===== config.mk =====
export PLATFORM = sky130hd
export DESIGN_NAME = weight_memory_writer
export DESIGN_NICKNAME = d
export VERILOG_FILES = /design/src/rtl/weight_memory_writer.sv
export SDC_FILE = /design/constraint.sdc
export NUM_CORES = 1
export LEC_CHECK = 0
export ABC_AREA = 1
export BUFFER_PORTS_ARGS = -buffer_cell sky130_fd_sc_hd__buf_2
export CAP_MARGIN = 15
export CORE_AREA = 2 2 175 177
export DETAILED_ROUTE_END_ITERATION = 7
export DIE_AREA = 0 0 177 179
export PLACE_DENSITY = 0.51
export SLEW_MARGIN = 10
export SYNTH_ARGS = -nofsm -noshare
export SYNTH_HDL_FRONTEND = slang
export SYNTH_SLANG_ARGS = --single-unit

===== constraint.sdc =====
create_clock -name clk_i -period 10.45 [get_ports clk_i]
set_input_delay 1.045 -clock clk_i [delete_from_list [all_inputs] [get_ports clk_i]]
set_output_delay 1.045 -clock clk_i [all_outputs]
set_load 0.03 [all_outputs]

===== src/rtl/weight_memory_writer.sv =====
// Packs a serial stream of signed weights into N_ROWS_ARRAY-lane words and
// writes one word per address into the weight memory feeding the systolic array.
module weight_memory_writer #(
  parameter int unsigned N_ROWS_ARRAY = 9,
  parameter int unsigned F_WIDTH      = 8,
  parameter int unsigned ADDRS_WIDTH  = 10
) (
  input  logic                              clk_i,
  input  logic                              rd_weight_rst,
  input  logic                              start_i,
  input  logic                              abort_i,
  input  logic [ADDRS_WIDTH-1:0]            base_addr_i,
  input  logic [ADDRS_WIDTH-1:0]            n_words_i,
  input  logic [F_WIDTH-1:0]                w_data_i,
  input  logic                              w_valid_i,
  output logic                              w_ready_o,
  output logic                              wr_en_o,
  output logic [ADDRS_WIDTH-1:0]            wr_addr_o,
  output logic [F_WIDTH*N_ROWS_ARRAY-1:0]   wr_data_o,
  output logic                              busy_o,
  output logic                              done_o,
  output logic [ADDRS_WIDTH-1:0]            word_count_o
);

  localparam int unsigned LANE_W = (N_ROWS_ARRAY > 1) ? $clog2(N_ROWS_ARRAY) : 1;
  localparam logic [LANE_W-1:0] LAST_LANE = LANE_W'(N_ROWS_ARRAY - 1);

  typedef enum logic [1:0] {S_IDLE, S_FILL, S_LAST, S_DONE} state_t;

  state_t state, state_nxt;

  logic [N_ROWS_ARRAY-1:0][F_WIDTH-1:0] lanes;
  logic [N_ROWS_ARRAY-1:0][F_WIDTH-1:0] word_c;
  logic [LANE_W-1:0]                    lane;
  logic [ADDRS_WIDTH-1:0]               base_q;
  logic [ADDRS_WIDTH-1:0]               n_words_q;
  logic [ADDRS_WIDTH-1:0]               word_idx;
  logic                                 accept_c;
  logic                                 word_done_c;
  logic                                 last_word_c;
  logic                                 start_ok_c;

  // Abort takes priority over a same-cycle accept, so the weight is dropped.
  assign w_ready_o   = (state == S_FILL);
  assign accept_c    = (state == S_FILL) && w_valid_i && !abort_i;
  assign word_done_c = accept_c && (lane == LAST_LANE);
  assign last_word_c = (word_idx == n_words_q - ADDRS_WIDTH'(1));
  assign start_ok_c  = (state == S_IDLE) && start_i;

  // Completed word: buffered lanes plus the weight arriving this cycle on the top lane.
  always_comb begin
    word_c            = lanes;
    word_c[LAST_LANE] = w_data_i;
  end

  always_ff @(posedge clk_i or posedge rd_weight_rst) begin
    if (rd_weight_rst) state <= S_IDLE;
    else               state <= state_nxt;
  end

  always_comb begin
    state_nxt = state;
    case (state)
      S_IDLE: if (start_i) state_nxt = (n_words_i != '0) ? S_FILL : S_DONE;
      S_FILL: begin
        if (abort_i)                         state_nxt = S_IDLE;
        else if (word_done_c && last_word_c) state_nxt = S_LAST;
      end
      S_LAST:  state_nxt = S_DONE;
      S_DONE:  state_nxt = S_IDLE;
      default: state_nxt = S_IDLE;
    endcase
  end

  always_ff @(posedge clk_i or posedge rd_weight_rst) begin
    if (rd_weight_rst) begin
      busy_o       <= 1'b0;
      done_o       <= 1'b0;
      wr_en_o      <= 1'b0;
      wr_addr_o    <= '0;
      wr_data_o    <= '0;
      word_count_o <= '0;
      lanes        <= '0;
      lane         <= '0;
      base_q       <= '0;
      n_words_q    <= '0;
      word_idx     <= '0;
    end else begin
      busy_o  <= (state_nxt != S_IDLE);
      done_o  <= (state_nxt == S_DONE);
      wr_en_o <= 1'b0;
      if (start_ok_c) begin
        base_q       <= base_addr_i;
        n_words_q    <= n_words_i;
        lane         <= '0;
        word_idx     <= '0;
        word_count_o <= '0;
      end
      if (accept_c) begin
        lanes[lane] <= w_data_i;
        if (word_done_c) begin
          lane         <= '0;
          word_idx     <= word_idx + ADDRS_WIDTH'(1);
          wr_en_o      <= 1'b1;
          wr_addr_o    <= base_q + word_idx;
          wr_data_o    <= word_c;
          word_count_o <= word_count_o + ADDRS_WIDTH'(1);
        end else begin
          lane <= lane + LANE_W'(1);
        end
      end
    end
  end

endmodule


### Word level (Yosys, flattened, before mapping)

Index checks and enable logic that the tools add are counted.
Widths: inputs -> output; s select.

| storage, ports and cells | value |
|---|---|
| flip-flop bits (word level) | 203 |
| bits of input ports | 33 |

| operators by class | value |
|---|---|
| $add $sub $neg | 5 |
| reduce and logical (&&, ||, !) cells | 12 |
| $lt $le $gt $ge | 2 |
| equality and inequality tests | 6 |
| multiplexer cells | 19 |

Operators by type and width:

| cell | count |
|---|---|
| $bwmux 72 | 1 |
| $mux 10 | 6 |
| $demux 8 s4 | 1 |
| $add 10x1->10 const B | 2 |
| $mux 4 | 3 |
| $add 10x10->10 | 1 |
| $eq 10x10->1 | 1 |
| $reduce_bool 10->1 | 1 |
| $sub 10x1->10 const B | 1 |
| $mux 2 | 4 |
| $mux 8 | 1 |
| $pmux 2 s4 | 1 |
| $eq 2x2->1 const B | 3 |
| $logic_and 1x1->1 | 6 |
| $lt 4x5->1 const B | 1 |
| $add 4x1->4 const B | 1 |
| $eq 4x4->1 const B | 1 |
| $ge 4x1->1 const B | 1 |
| $reduce_bool 2->1 | 2 |
| $eq 2x1->1 const B | 1 |
| $logic_not 2->1 | 1 |
| $mux 1 | 2 |
| $reduce_and 2->1 | 1 |
| $logic_not 1->1 | 1 |

### Longest topological paths before layout

| logic depth | value |
|---|---|
| word-level depth | 9 |
| gate-level depth with buffers | 15 |

### Least setup slack after synthesis

Ideal clock, no wire load.

| timing | value |
|---|---|
| kind | input-to-reg |
| start point | input abort_i |
| end point | register word_idx[6] |
| stages on the path | 10 |
| arrival | 1.956 ns |
| buffers on the path | 1 |
| setup slack | 8.375 ns |
| cells stage by stage | nor2_4 nand2_2 nor2_4 buf_6 nand2_1 nor2_2 nand2_1 nor2_2 a21oi_1 o21a_1 |

| on the way | value |
|---|---|
| longest elaborated chain between the ends | 5 |

Ends and longest elaborated chain:

| what | line | RTL |
|---|---|---|
| start: declaration | 11 | `input logic abort_i,` |
| $logic_not 1->1 * | 45 | `assign accept_c = (state == S_FILL) && w_valid_i && !abort_i;` |
| $logic_and 1x1->1 * | 45 |  |
| $logic_and 1x1->1 | 46 | `assign word_done_c = accept_c && (lane == LAST_LANE);` |
| $mux 10 | 101 | `if (word_done_c) begin` |
| $mux 10 * | 99 | `if (accept_c) begin` |
| end signal: assignment | 103 | `word_idx <= word_idx + ADDRS_WIDTH'(1);` |
| end: declaration | 37 | `logic [ADDRS_WIDTH-1:0] word_idx;` |

Every way passes the cells marked *; elsewhere a longest branch is shown, timed or not.
A chain may end at the register's enable or synchronous reset.

### Worst setup path in the final report

Ends and elaborated chain as after synthesis.

==> impl_metrics.py <==
metrics = {
    "outcome": {
        "outcome": "finished clean",
    },
    "floorplan": {
        "die_y_um": 179,
        "io_pins": 129,
        "initial_core_util_pct": 27.5,
        "core_area_mm2": 0.0300,
        "die_w_um": 177,
        "die-area_mm2": 0.0317,
        "row_count": 64,
    },
    "sta": {
        "fin_crit_sh_pct": 26.5,
        "tightest_slew_ns": 1.04,
        "clock-skew-final_ns": 0.0134,
        "hold_violations": 0,
        "fin_worst_hold_slack_ns": 0.470,
        "final-max-slew-violation-count": 0,
        "finalSetupViolCount": 0,
        "fin_crit_ns": 2.77,
        "finalSetupTns_ns": 0,
        "rsz0062_at_grt": "false",
        "fmax_mhz": 361,
        "slew_headroom_pct": 30.9,
    },
    "finish": {
        "drive_gt1_share_pct": 16.2,
        "area_delta_synth_final_pct": 19.2,
        "n_fill_cell": 3215,
        "nets": 1114,
        "regArea_mm2": 0.00488,
        "multi_input_area_mm2": 0.00299,
        "num_antenna_cells": 0,
    },
    "critical_path": {
        "arrival_ns": 3.10,
        "endpoint_kind": "flop",
        "crit_cells": 11,
        "crit_family": "simple AND/OR/NAND/NOR gates",
        "cp.required_ns": 10.78,
        "reg2regPathDepth": 11,
        "critPathMaxFanout": 91,
        "worst_setup_path_start_kind": "input port",
        "crit_path_top_delay_cell": "buf_4",
        "cp_num_buf_inv": 2,
        "crit_type": "in -> reg",
        "max_stage_delay_ns": 0.77,
        "path_cells": "buf_2 > nor2_4 > nand2_2 > nor2_4 > buf_4 > nand2_1 > nor2_2 > nand2_1 > nor2_2 > a21oi_1 > o21a_1",
    },
    "pwr": {
        "finalPower_mw": 1.79,
        "ir_drop_v": 0.000121,
        "power.leakage_nw": 5.23,
        "p_per_area_mw_per_mm2": 182,
    },
    "clock_tree": {
        "cts_tree": "done",
        "holdBufCountCts": 0,
        "cts_resized": 0,
        "clk_pin_slew_ns": 0.08,
        "insertion_delay_ns": 0.45,
        "postCtsSetupBuffers": 0,
        "clockBufferDepth": 2,
        "cts_sinks": 195,
        "cts_max_level": 4,
        "ctsRootBufferMaster": "clkbuf_16",
        "cts_inserted_buffers": 17,
    },
    "route": {
        "wirelength_um": 21800,
        "drtIter0Drc": 384,
        "dr.pass1.iters": 4,
        "vias_per_cell": 4.38,
        "num_vias": 6446,
        "postRouteAntennaNets": 0,
        "route.detailed.drc": 0,
        "wl_per_cell_um": 14.8,
    },
    "min_path": {
        "holdPathStages": 2,
        "hold_path_class": "reg -> reg",
    },
    "synthesis": {
        "netlist.top_cell.by_area": "dfrtp_1",
        "synth_common_cells": "nand2_1 (391), dfrtp_1 (195), o21ai_0 (104)",
        "yosys_warnings": 0,
        "yosysMostFrequentCell": "nand2_1",
        "synth-async-reset-ratio_pct": 100,
        "syn_area_mm2": 0.00826,
        "synth_ff_type": "dfrtp_1",
        "yosysSeqAreaShare_pct": 59.1,
        "synthCells": 947,
        "synth_edf_count": 0,
        "yosys.area.top_type_share_pct": 59.1,
        "ys_types": 32,
        "syn-num-nets": 997,
        "synthTopCellsByArea": "dfrtp_1 (59%), nand2_1 (18%), o21ai_0 (6.3%)",
        "avgSynthCellArea_um2": 8.72,
        "synth-seq-cells": 195,
    },
    "global_routing": {
        "grt_pass1_vias": 6317,
        "antenna_found_initial": 1,
        "grt_start_max_net_pins": 116,
        "track_usage_pct": 14.3,
        "grt_overflow": 0,
        "grt_pass1_wl_um": 34600,
    },
    "place": {
        "place.gp.congestion": 0.809,
        "portBuffers": 128,
        "post-dp-hpwl_um": 14200,
    },
    "job": {
        "maxCapViolCount": 0,
    },
}
-- metrics by stage --
stage | setup slack (ns) | cells | instance area [µm²] | utilization [%]
finish | 7.68 | 1472 | 9840 | 32.8
global route | 7.42 | 1472 | 9840 | 32.8
CTS | 7.65 | 1472 | 9840 | 32.8
detailed placement | 7.18 | 1441 | 9280 | 30.9
global placement | 7.23 | 1441 | 9280 | 30.9
floorplan | 4.09 | 947 | 8260 | -
-- worst reg2reg max path, stage by stage (launching register included) --
cell,delay [ns]
dfrtp_1,0.43
inv_1,0.13
ha_1,0.25
nand3_2,0.13
nor2_4,0.13
buf_4,0.77
nand2_1,0.21
nor2_2,0.18
nand2_1,0.09
nor2_2,0.11
a21oi_1,0.07
o21a_1,0.13
-- power by group --
group	internal [mW]	leakage [nW]	total [mW]	switching, mW
Combinational	0.0826	2.32	0.251	0.168
Sequential	0.842	2.64	0.901	0.0593
Clock	0.318	0.275	0.643	0.325
-- layout make-up --
cell class / instances / area share (%)
clock inverter: 13 / 1.35
inverter: 64 / 2.53
tap: 396 / 5.03
sequential: 195 / 49.6
multi-input combinational: 654 / 30.4
clock buffer: 18 / 4.36
timing repair buffer: 132 / 6.81
-- cells by family (layout without fill, tap and decap cells) --
kind of cell | after synthesis | in the layout | synth area share [%]
and+or+nand+nor | 488 | 488 | 23.5
DFF | 195 | 195 | 59.1
AOI/OAI and AO/OA | 135 | 135 | 8.48
buffers and inverters | 98 | 227 | 4.77
adders and majority gates | 17 | 17 | 2.67
xor gates and xnor gates | 14 | 14 | 1.48
-- path summary, 6_finish.rpt --
| kind | to | start | slack (ns) |
|---|---|---|---|
| max | word_idx[6] | abort_i | 7.68 |
| min | wr_data_o[9] | wr_data_o[9] | 0.47 |
| max reg2reg | word_idx[6] | lane[0] | 7.71 |
| min reg2reg | wr_data_o[9] | wr_data_o[9] | 0.47 |
| max in group asynchronous | lane[1] | rd_weight_rst | 8.05 |
| min in group asynchronous | wr_data_o[51] | rd_weight_rst | 0.71 |
-- registers in the layout, indices dropped and copies added (netlist names) --
signal	count
wr_data_o	72
lanes	64
base_q	10
n_words_q	10
word_count_o	10
word_idx	10
wr_addr_o	10
lane	4
state	2
busy_o	1
done_o	1
wr_en_o	1
-- layer usage --
layer,GRT usage [%],wire length (µm)
met4,3.72,214
met3,3.46,975
met5,0,13
met2,22.8,10000
met1,19.4,10500
-- layout by cell type (no fill, tap or decap), drive strengths merged --
cell type / synthesis / routed
clkinv: 1 / 4
nor2: 46 / 46
fa: 1 / 1
a21o: 2 / 2
inv: 63 / 72
nand3: 30 / 30
nand2: 393 / 393
nor3b: 1 / 1
o21bai: 1 / 1
ha: 16 / 16
o21a: 1 / 1
xnor2: 4 / 4
or2: 1 / 1
a211oi: 1 / 1
nor3: 7 / 7
buf: 11 / 132
nand4: 10 / 10
clkinvlp: 0 / 1
xor2: 10 / 10
dfrtp: 195 / 195
a21oi: 18 / 18
o31ai: 2 / 2
o21ai: 104 / 104
a31oi: 4 / 4
clkbuf: 23 / 18
o22ai: 2 / 2
Power figures use the tool's default switching activity.
